`src/rtl/f9pcap_eth_mux.sv`:
```
// f9pcap_eth_mux -- merges CH_COUNT framed beat streams onto one output.
// A two-state FSM grants one channel per frame (round-robin or fixed
// priority), passes that channel's beats straight through until its last
// beat is accepted, then re-arbitrates after a single idle cycle.
//
//   state | meaning
//   IDLE  | no grant active; arbitrate among requesting channels
//   XFER  | granted channel's beats pass through until last beat accepted
//
// Ports:
//   clk_in, rst_n_in            clock, async active-low reset
//   i_valid_in/i_ready_out      per-channel handshake
//   i_data_in/i_keep_in/i_last_in/i_data_len_in   per-channel beat fields
//   o_valid_out/o_ready_in      merged handshake
//   o_data_out/o_keep_out/o_last_out              merged beat
//   o_data_len_out/o_ch_id_out  length and index of the granted frame
//   frame_cnt_out               per-channel completed-frame counters
//   busy_out                    high in XFER
module f9pcap_eth_mux #(
   parameter int CH_COUNT   = 4,
   parameter int DATA_WIDTH = 64,
   parameter int ARB_MODE   = 0,
   parameter int CNT_WIDTH  = 32
) (
   input  logic                                    clk_in,
   input  logic                                    rst_n_in,
   input  logic [CH_COUNT-1:0]                     i_valid_in,
   output logic [CH_COUNT-1:0]                     i_ready_out,
   input  logic [CH_COUNT*DATA_WIDTH-1:0]          i_data_in,
   input  logic [CH_COUNT*(DATA_WIDTH/8)-1:0]      i_keep_in,
   input  logic [CH_COUNT-1:0]                     i_last_in,
   input  logic [CH_COUNT*16-1:0]                  i_data_len_in,
   output logic                                    o_valid_out,
   input  logic                                    o_ready_in,
   output logic [DATA_WIDTH-1:0]                   o_data_out,
   output logic [DATA_WIDTH/8-1:0]                 o_keep_out,
   output logic                                    o_last_out,
   output logic [15:0]                             o_data_len_out,
   output logic [((CH_COUNT > 1) ? $clog2(CH_COUNT) : 1)-1:0] o_ch_id_out,
   output logic [CH_COUNT*CNT_WIDTH-1:0]           frame_cnt_out,
   output logic                                    busy_out
);

   localparam int KEEP_WIDTH  = DATA_WIDTH / 8;
   localparam int CH_ID_WIDTH = (CH_COUNT > 1) ? $clog2(CH_COUNT) : 1;

   typedef enum logic {
      ST_IDLE = 1'b0,
      ST_XFER = 1'b1
   } state_t;

   state_t                  r_state;
   state_t                  w_state_nxt;
   logic [CH_ID_WIDTH-1:0]  r_grant;
   logic [CH_ID_WIDTH-1:0]  r_last_grant;
   logic [15:0]             r_len;
   logic [CNT_WIDTH-1:0]    r_cnt [CH_COUNT];

   logic                    w_any;
   logic [CH_ID_WIDTH-1:0]  w_pick;
   logic [15:0]             w_pick_len;
   logic                    w_sel_valid;
   logic                    w_sel_last;
   logic [DATA_WIDTH-1:0]   w_sel_data;
   logic [KEEP_WIDTH-1:0]   w_sel_keep;
   logic                    w_busy;
   logic                    w_done;

   // Arbiter. Loops run from the lowest-preference candidate to the highest
   // so the last matching assignment is the winner, with no found-flag.
   always_comb begin
      w_any  = |i_valid_in;
      w_pick = '0;
      if (ARB_MODE == 1) begin
         for (int i = CH_COUNT - 1; i >= 0; i--) begin
            if (i_valid_in[i]) w_pick = CH_ID_WIDTH'(i);
         end
      end else begin
         for (int k = CH_COUNT; k >= 1; k--) begin
            if (i_valid_in[(int'(r_last_grant) + k) % CH_COUNT])
               w_pick = CH_ID_WIDTH'((int'(r_last_grant) + k) % CH_COUNT);
         end
      end
   end

   always_comb begin
      w_pick_len  = '0;
      w_sel_valid = 1'b0;
      w_sel_last  = 1'b0;
      w_sel_data  = '0;
      w_sel_keep  = '0;
      for (int i = 0; i < CH_COUNT; i++) begin
         if (w_pick == CH_ID_WIDTH'(i))
            w_pick_len = i_data_len_in[i*16 +: 16];
         if (r_grant == CH_ID_WIDTH'(i)) begin
            w_sel_valid = i_valid_in[i];
            w_sel_last  = i_last_in[i];
            w_sel_data  = i_data_in[i*DATA_WIDTH +: DATA_WIDTH];
            w_sel_keep  = i_keep_in[i*KEEP_WIDTH +: KEEP_WIDTH];
         end
      end
   end

   assign w_busy      = (r_state == ST_XFER);
   assign o_valid_out = w_busy & w_sel_valid;
   assign o_last_out  = w_busy & w_sel_last;
   assign o_data_out  = w_sel_data;
   assign o_keep_out  = w_sel_keep;
   assign w_done      = o_valid_out & o_ready_in & o_last_out;

   always_comb begin
      i_ready_out = '0;
      for (int i = 0; i < CH_COUNT; i++) begin
         i_ready_out[i] = w_busy && (r_grant == CH_ID_WIDTH'(i)) && o_ready_in;
      end
   end

   always_comb begin
      w_state_nxt = r_state;
      case (r_state)
         ST_IDLE: if (w_any)  w_state_nxt = ST_XFER;
         ST_XFER: if (w_done) w_state_nxt = ST_IDLE;
         default:             w_state_nxt = ST_IDLE;
      endcase
   end

   always_ff @(posedge clk_in or negedge rst_n_in) begin
      if (!rst_n_in) begin
         r_state      <= ST_IDLE;
         r_grant      <= '0;
         r_last_grant <= CH_ID_WIDTH'(CH_COUNT - 1);
         r_len        <= '0;
         for (int i = 0; i < CH_COUNT; i++) r_cnt[i] <= '0;
      end else begin
         r_state <= w_state_nxt;
         // Grant and length are captured only at frame start, which is what
         // keeps them frozen for the whole frame.
         if (r_state == ST_IDLE && w_any) begin
            r_grant      <= w_pick;
            r_last_grant <= w_pick;
            r_len        <= w_pick_len;
         end
         for (int i = 0; i < CH_COUNT; i++) begin
            if (w_done && r_grant == CH_ID_WIDTH'(i)) r_cnt[i] <= r_cnt[i] + 1'b1;
         end
      end
   end

   for (genvar g = 0; g < CH_COUNT; g++) begin : g_cnt
      assign frame_cnt_out[g*CNT_WIDTH +: CNT_WIDTH] = r_cnt[g];
   end

   assign o_data_len_out = r_len;
   assign o_ch_id_out    = r_grant;
   assign busy_out       = w_busy;

endmodule

```
`config.mk`:
```
export PLATFORM = sky130hd
export DESIGN_NAME = f9pcap_eth_mux
export DESIGN_NICKNAME = d
export VERILOG_FILES = /design/src/rtl/f9pcap_eth_mux.sv
export SDC_FILE = /design/constraint.sdc
export NUM_CORES = 1
export LEC_CHECK = 0
export ABC_AREA = 0
export CAP_MARGIN = 20
export CORE_AREA = 4 4 226 228
export CTS_BUF_LIST = sky130_fd_sc_hd__clkbuf_4 sky130_fd_sc_hd__clkbuf_8
export CTS_CLUSTER_DIAMETER = 30
export CTS_CLUSTER_SIZE = 24
export DETAILED_ROUTE_END_ITERATION = 12
export DIE_AREA = 0 0 230 232
export SETUP_SLACK_MARGIN = 0.15
export SKIP_LAST_GASP = 1
export SYNTH_ARGS = -nofsm -noshare
export SYNTH_HDL_FRONTEND = slang
export SYNTH_SLANG_ARGS = --single-unit
export TNS_END_PERCENT = 100
```
`constraint.sdc`:
```
create_clock -name clk_in -period 4 [get_ports clk_in]
set_input_delay 0.8 -clock clk_in [delete_from_list [all_inputs] [get_ports clk_in]]
set_output_delay 0.8 -clock clk_in [all_outputs]
set_load 0.005 [all_outputs]
```
==> results of run 1 <==
## routing by layer
| layer | part of all wire [%] | vias to the layer above | track usage [%] |
|---|---|---|---|
| met5 | 0.046 | - | 0 |
| met4 | 1.2 | 4 | 3.50 |
| met3 | 8.3 | 24 | 7.30 |
| met2 | 45 | 396 | 32.1 |
| met1 | 46 | 4472 | 28.4 |
| li1 | - | 3940 | - |
## cells in the mapped netlist, drive strengths merged (6+ instances only)
cell type	n	area (um^2)
and2	12	75.1
and3	19	119
and4	13	114
buf	19	91.3
clkbuf	15	56.3
dfrtp	147	3680
inv	11	41.3
mux2i	33	330
mux4	74	1670
nand2	78	295
nand3	44	225
nand4	35	225
nor2	36	135
nor3	21	125
nor4	6	88.8
o221ai	16	140
xnor2	80	701
xor2	44	385
## kinds of logic (layout without fill, tap and decap cells)
| logic type | after synthesis | count (layout) | share of synthesized area (%) |
|---|---|---|---|
| and+or+nand+nor | 283 | 283 | 17.7 |
| muxes | 110 | 110 | 22.9 |
| AOI/OAI and AO/OA | 28 | 28 | 2.43 |
| adders and majority gates | 4 | 4 | 0.564 |
| xor gates and xnor gates | 124 | 124 | 12.2 |
| other | 0 | 2 | 0 |
| DFF | 149 | 149 | 42.1 |
| buffers and inverters | 45 | 644 | 2.13 |
## final cells by class
cell class,instances,share of cell area [%]
clock inverter,13,1.21
timing repair buffer,601,37.5
multi-input combinational,549,30.9
tap,664,5.17
inverter,11,0.257
clock buffer,19,1.63
antenna,2,0.0312
sequential,149,23.3
## flip-flops by register name, indices dropped and copies added, names as in the netlist
register	cells
o_ch_id_out	2
r_last_grant	2
frame_cnt_out	128
o_data_len_out	16
busy_out	1
## metrics by stage
stage	cells	cell area, um^2	util, %	worst slack, ns
final	2008	16100	32.9	0.434
after global routing	2007	16100	32.9	0.270
after CTS	2005	16000	32.8	0.195
after detailed placement	1973	15600	31.9	0.514
after global placement	1973	15600	31.9	0.523
after floorplan	743	8870	-	1.49
## power by group
part / switching, mW / internal [mW]
sequential: 0.240 / 1.67
clock: 0.634 / 0.724
combinational: 2.01 / 2.20
## worst paths after layout
| path | start | end | slack, ns | cells after the start |
|---|---|---|---|---|
| setup / recovery | o_ch_id_out[0]$_DFFE_PN0P_ | o_data_out[57] | 0.43 | 3 |
| hold / removal | rst_n_in | frame_cnt_out[90]$_DFFE_PN0P_ | 0.30 | 1 |
| setup reg to reg | o_ch_id_out[1]$_DFFE_PN0P_ | frame_cnt_out[95]$_DFFE_PN0P_ | 1.10 | 6 |
| hold reg to reg | frame_cnt_out[95]$_DFFE_PN0P_ | frame_cnt_out[95]$_DFFE_PN0P_ | 0.47 | 1 |
| max in group asynchronous | rst_n_in | frame_cnt_out[106]$_DFFE_PN0P_ | 2.66 | 3 |
| min in group clk_in | frame_cnt_out[95]$_DFFE_PN0P_ | frame_cnt_out[95]$_DFFE_PN0P_ | 0.47 | 1 |
## repair_timing
item	CTS	global route
setup buffers	0	1
setup endpoints to repair	0	2
hold buffers	0	0
hold endpoints to repair	0	0
==> impl_metrics.ini, run 1 <==
[job]
cap_violations = 0

[routing]
antenna_left = 0
wl_per_cell_um = 28.3
vias = 8836
routed_wl_um = 56800
via_per_inst = 4.40
drc = 0
first_pass_iters = 4
drtIter0Drc = 383

[cts]
cts_buffers = 17
clk-insertion-delay-late_ns = 0.48
tritoncts = yes
path_clk_slew_ns = 0.09
cts_buffer_depth = 2
htreeDepth = 4
cts-root-buf = clkbuf_8
cts_num_sinks = 149
ctsResizeCount = 0

[critical_path]
critPathBufInv = 2
path_cells = buf_4, mux4_2, clkdlybuf4s50_1
critPathKind = reg2out
critical_path_arrival_ns = 2.77
cp_top_family = buffers and inverters
slowest_delay_ns = 0.68
required_ns = 3.20
crit_fanout = 16
cp-start-kind = flop
end_kind = primary output
cp_slowest_cell = mux4_2

[layout]
most-common-layout-cells = 586 x clkdlybuf4s50_1, 145 x dfrtp_1, 80 x xnor2_1, 77 x nand2_1, 74 x mux4_2
drive_gt1_share_pct = 10.7
fill_cells = 4996
area_growth_pct = 81.1
nets = 1696
seq_area_um2 = 3740
multi_input_area_um2 = 4960
final_common_cell = clkdlybuf4s50_1

[sta]
tns_ns = 0
fmax_mhz = 280
slew_viol_final = 0
slew_headroom_pct = 49.4
setup_viol = 0
finalCritPeriodShare_pct = 89.1
finalHoldViolations = 0
worstMarginPinSlew_ns = 0.760
period_needed_ns = 3.57
skew_ns = 0.0196
grt_setup_unrepaired = false
worst_hold_slack_ns = 0.296

[synth]
synth_nets = 1110
synth_top_flop_cell = dfrtp_1
synth_edf_count = 0
synth_warnings = 0
ys_seq_area_share_pct = 42.1
synthDistinctLibCells = 48
postSynthCellCount = 743
ys_async_sr_fraction_pct = 100
syn_area_um2 = 8870
syn_area_per_cell_um2 = 11.9
ys_ff_latch = 149

[die]
die_w_um = 230
initial_core_util_pct = 18.2
core_area_um2 = 48800
io_pins = 588
rows = 81
dieArea_um2 = 53400
die_y_um = 232

[min_path]
hold_path.class = in2async

[global_route]
grt_pass1_wl_um = 76400
grt_overflow = 0
grt_max_degree = 68
first_global_vias = 9244
grt_use_total_pct = 20.7
antenna_found_initial = 10

[power_and_ir_drop]
ir_worst_vdd_mv = 0.318
p_total_mw = 7.49
power_density_nw_per_um2 = 466
leakage_nw = 6.39

[outcome]
outcome = finished, final reports clean

[placement]
gp_congestion = 1.08
portBuffers = 587
place.detailed.hpwl_um = 49800
(Power assumes the default switching activity.)
==> inputs of run 2 (changes only) <==
--- a/config.mk
+++ b/config.mk
@@ -5,14 +5,15 @@
 export SDC_FILE = /design/constraint.sdc
 export NUM_CORES = 1
 export LEC_CHECK = 0
-export ABC_AREA = 0
+export ABC_AREA = 1
 export CAP_MARGIN = 20
-export CORE_AREA = 4 4 226 228
+export CORE_AREA = 4 4 224 226
 export CTS_BUF_LIST = sky130_fd_sc_hd__clkbuf_4 sky130_fd_sc_hd__clkbuf_8
 export CTS_CLUSTER_DIAMETER = 30
 export CTS_CLUSTER_SIZE = 24
 export DETAILED_ROUTE_END_ITERATION = 12
-export DIE_AREA = 0 0 230 232
+export DIE_AREA = 0 0 228 230
+export GPL_ROUTABILITY_DRIVEN = 0
 export SETUP_SLACK_MARGIN = 0.15
 export SKIP_LAST_GASP = 1
 export SYNTH_ARGS = -nofsm -noshare
==> run 2 against run 1 <==
Compared with the run above: global-route usage is 2.9 points higher; via count rose by 59%; highest routed layer unchanged; count of clock-buffer cells in the layout is 6 higher; sequential power is 27% higher; critical path type unchanged; final cell count increased by 44%; critical path depth grew 2; worst setup slack got worse by 0.19 ns; register-to-register slack gained 0.13 ns; clock power is 16% lower; non-clock buffer count rose by 23.
==> impl_metrics.ini, run 2 <==
[global_route]
grt_pass1_wl_um = 92900
grt_max_degree = 86
first_global_vias = 13872
grt_overflow = 0
antenna_found_initial = 18
grt_use_total_pct = 23.6

[sta]
skew_ns = 0.0179
period_needed_ns = 3.76
tns_ns = 0
finalCritPeriodShare_pct = 93.9
setup_ws_ns = 0.243
slew_viol_final = 0
grt_setup_unrepaired = false
worstMarginPinSlew_ns = 0.868
finalHoldViolations = 0
fmax_mhz = 266
slew_headroom_pct = 42.1
setup_viol = 0

[power_and_ir_drop]
ir_worst_vdd_mv = 0.408
p_comb_share_pct = 66.2
switchingPower_mw = 5.14
power_density_nw_per_um2 = 585
p_int_mw = 5.44
clkPwrFrac_pct = 10.8
pwr-share-seq_pct = 23.0
swShare_pct = 48.6
leakage_nw = 7.66

[critical_path]
cp_slowest_cell = clkdlybuf4s50_1
cp-start-kind = flop
reg2reg_to = frame_cnt_out[96]$_DFFE_PN0P_
end_kind = primary output
path_cells = nand2_2, buf_4, nor2_1, a21oi_1, clkdlybuf4s50_1
r2r_start = o_ch_id_out[1]$_DFFE_PN0P_
cp_num_cells = 5
crit_fanout = 29
critical_path_arrival_ns = 2.96
endpoint = o_keep_out[2]
startpoint = o_ch_id_out[0]$_DFFE_PN0P_
critPathBufInv = 2
regToRegSetupSlack_ns = 1.23
r2r_cells = 13
cp_top_family = buffers and inverters
critPathKind = reg2out
slowest_delay_ns = 0.64
required_ns = 3.20

[cts]
cts_buffers = 17
cts_buffer_depth = 2
tritoncts = yes
clk-insertion-delay-late_ns = 0.51
cts-root-buf = clkbuf_8
htreeDepth = 4
cts_num_sinks = 149
cts_hold_buffers = 0
path_clk_slew_ns = 0.08

[synth]
synth_edf_count = 0
synth_nets = 2048
synth_top_cell_by_area = dfrtp_1
yosys.cell_count.top_type = nand2_1
synth_top_area_share_pct = 33.4
ys_async_sr_fraction_pct = 100
synthDistinctLibCells = 35
synth_top_flop_cell = dfrtp_1
syn_area_per_cell_um2 = 6.56
ys_ff_latch = 149
synthTopCellsByCount = 620 x nand2_1, 147 x dfrtp_1, 141 x nor2_1
syn_area_um2 = 11000
ys_top_cells_by_area = dfrtp_1 33%, nand2_1 21%, xor2_1 8.3%
synth_warnings = 0
ys_seq_area_share_pct = 33.8
postSynthCellCount = 1681

[routing]
vias = 14029
wl_per_cell_um = 22.1
dr.max_layer_used = met5
drtIter0Drc = 997
wl_met2_um = 29800
routed_wl_um = 63900
via_per_inst = 4.85
antenna_left = 0
first_pass_iters = 7
drt-met1-wl_um = 24400
met3_length_um = 6480
drc = 0

[layout]
most-common-layout-cells = 619 x nand2_1, 584 x clkdlybuf4s50_1, 146 x dfrtp_1, 141 x nor2_1, 124 x inv_1
area_growth_pct = 63.9
largest_reg_flops = 128
final_common_cell = nand2_1
drive_gt1_share_pct = 4.28
design_area_um2 = 18100
nets = 2618
fill_cells = 5059

[die]
io_pins = 588
dieArea_um2 = 52400
die_w_um = 228
die_y_um = 230
rows = 81
initial_core_util_pct = 22.8
core_area_um2 = 48300

[outcome]
outcome = finished, final reports clean

[placement]
portBuffers = 587
dp_worst_setup_slack_ns = 0.525
postPlaceCellArea_um2 = 17700
place.detailed.hpwl_um = 54000

[min_path]
hold_path.class = in2async

[job]
cap_violations = 0
-- run 2: cell count changes after synthesis, sizes merged, moves of 33 or more --
cell / delta
nor3: +39
xnor2: -68
mux4: -74
nand3: +56
mux2i: -33
nor2: +111
o21ai: +109
xor2: +60
inv: +122
nand4: +33
nand2: +546
-- run 2: layout make-up --
cell class,count,area [um^2],area share [%]
inverter,134,508,2.81
sequential,149,3730,20.7
antenna,4,10.0,0.0554
tap,622,778,4.31
multi-input combinational,1325,6440,35.6
clock inverter,7,46.3,0.256
clock buffer,25,319,1.77
timing repair buffer,624,6240,34.5
-- run 2: timing repair --
item | 4_1_cts | 5_1_grt
pin swaps | 0 | 1
resized for setup | 1 | 0
setup endpoints to repair | 2 | 5
buffers inserted | 0 | 2
-- run 2: worst reg2reg max path, cell delays in order (launching register included) --
cell,delay [ns]
dfrtp_1,0.45
inv_2,0.12
nor2_4,0.05
buf_12,0.13
buf_4,0.19
inv_1,0.09
nor2_1,0.04
o22ai_1,0.17
inv_1,0.10
nor2_2,0.22
nand3_4,0.28
nor2_4,0.42
buf_12,0.26
xor2_1,0.17
-- run 2: metal layers --
layer | vias up | GRT usage [%]
met3 | 123 | 9.42
li1 | 6645 | -
met5 | - | 0
met4 | 18 | 10.4
met2 | 683 | 38.8
met1 | 6560 | 27.2
-- run 2: power groups by stage --
stage | combinational, mW | sequential (mW) | clock (mW)
detailed placement | 7.01 | 2.44 | 0
finish | 7.00 | 2.43 | 1.14
global placement | 6.96 | 2.43 | 0
global route | 7.57 | 2.50 | 1.24
floorplan | 2.81 | 2.33 | 0
CTS | 7.03 | 2.42 | 1.18
-- run 2: cells by family after synthesis --
family / Yosys count / share of synthesized area [%]
simple gates: 1033 / 39.8
flops: 149 / 33.8
xor+xnor: 116 / 9.21
fa+ha+maj: 4 / 0.454
buf+inv: 207 / 7.85
compound gates: 172 / 8.87
-- run 2: worst min path at each step --
stage,end,slack (ns),startpoint
final,frame_cnt_out[63]$_DFFE_PN0P_,0.30,rst_n_in
after global routing,frame_cnt_out[63]$_DFFE_PN0P_,0.37,rst_n_in
after CTS,frame_cnt_out[63]$_DFFE_PN0P_,0.34,rst_n_in
after detailed placement,o_data_len_out[14]$_DFFE_PN0P_,0.47,o_data_len_out[14]$_DFFE_PN0P_
after global placement,o_data_len_out[6]$_DFFE_PN0P_,0.47,o_data_len_out[6]$_DFFE_PN0P_
after floorplan,o_data_len_out[0]$_DFFE_PN0P_,0.47,o_data_len_out[0]$_DFFE_PN0P_
-- run 2: through the flow --
step	hold WS, ns	utilization, %	total power, mW	cells
detailed placement	0.465	36.5	9.45	2852
CTS	0.337	37.3	10.6	2884
finish	0.302	37.4	10.6	2890
floorplan	0.472	-	5.14	1681
global placement	0.465	36.5	9.40	2852
global route	0.370	37.4	11.3	2888
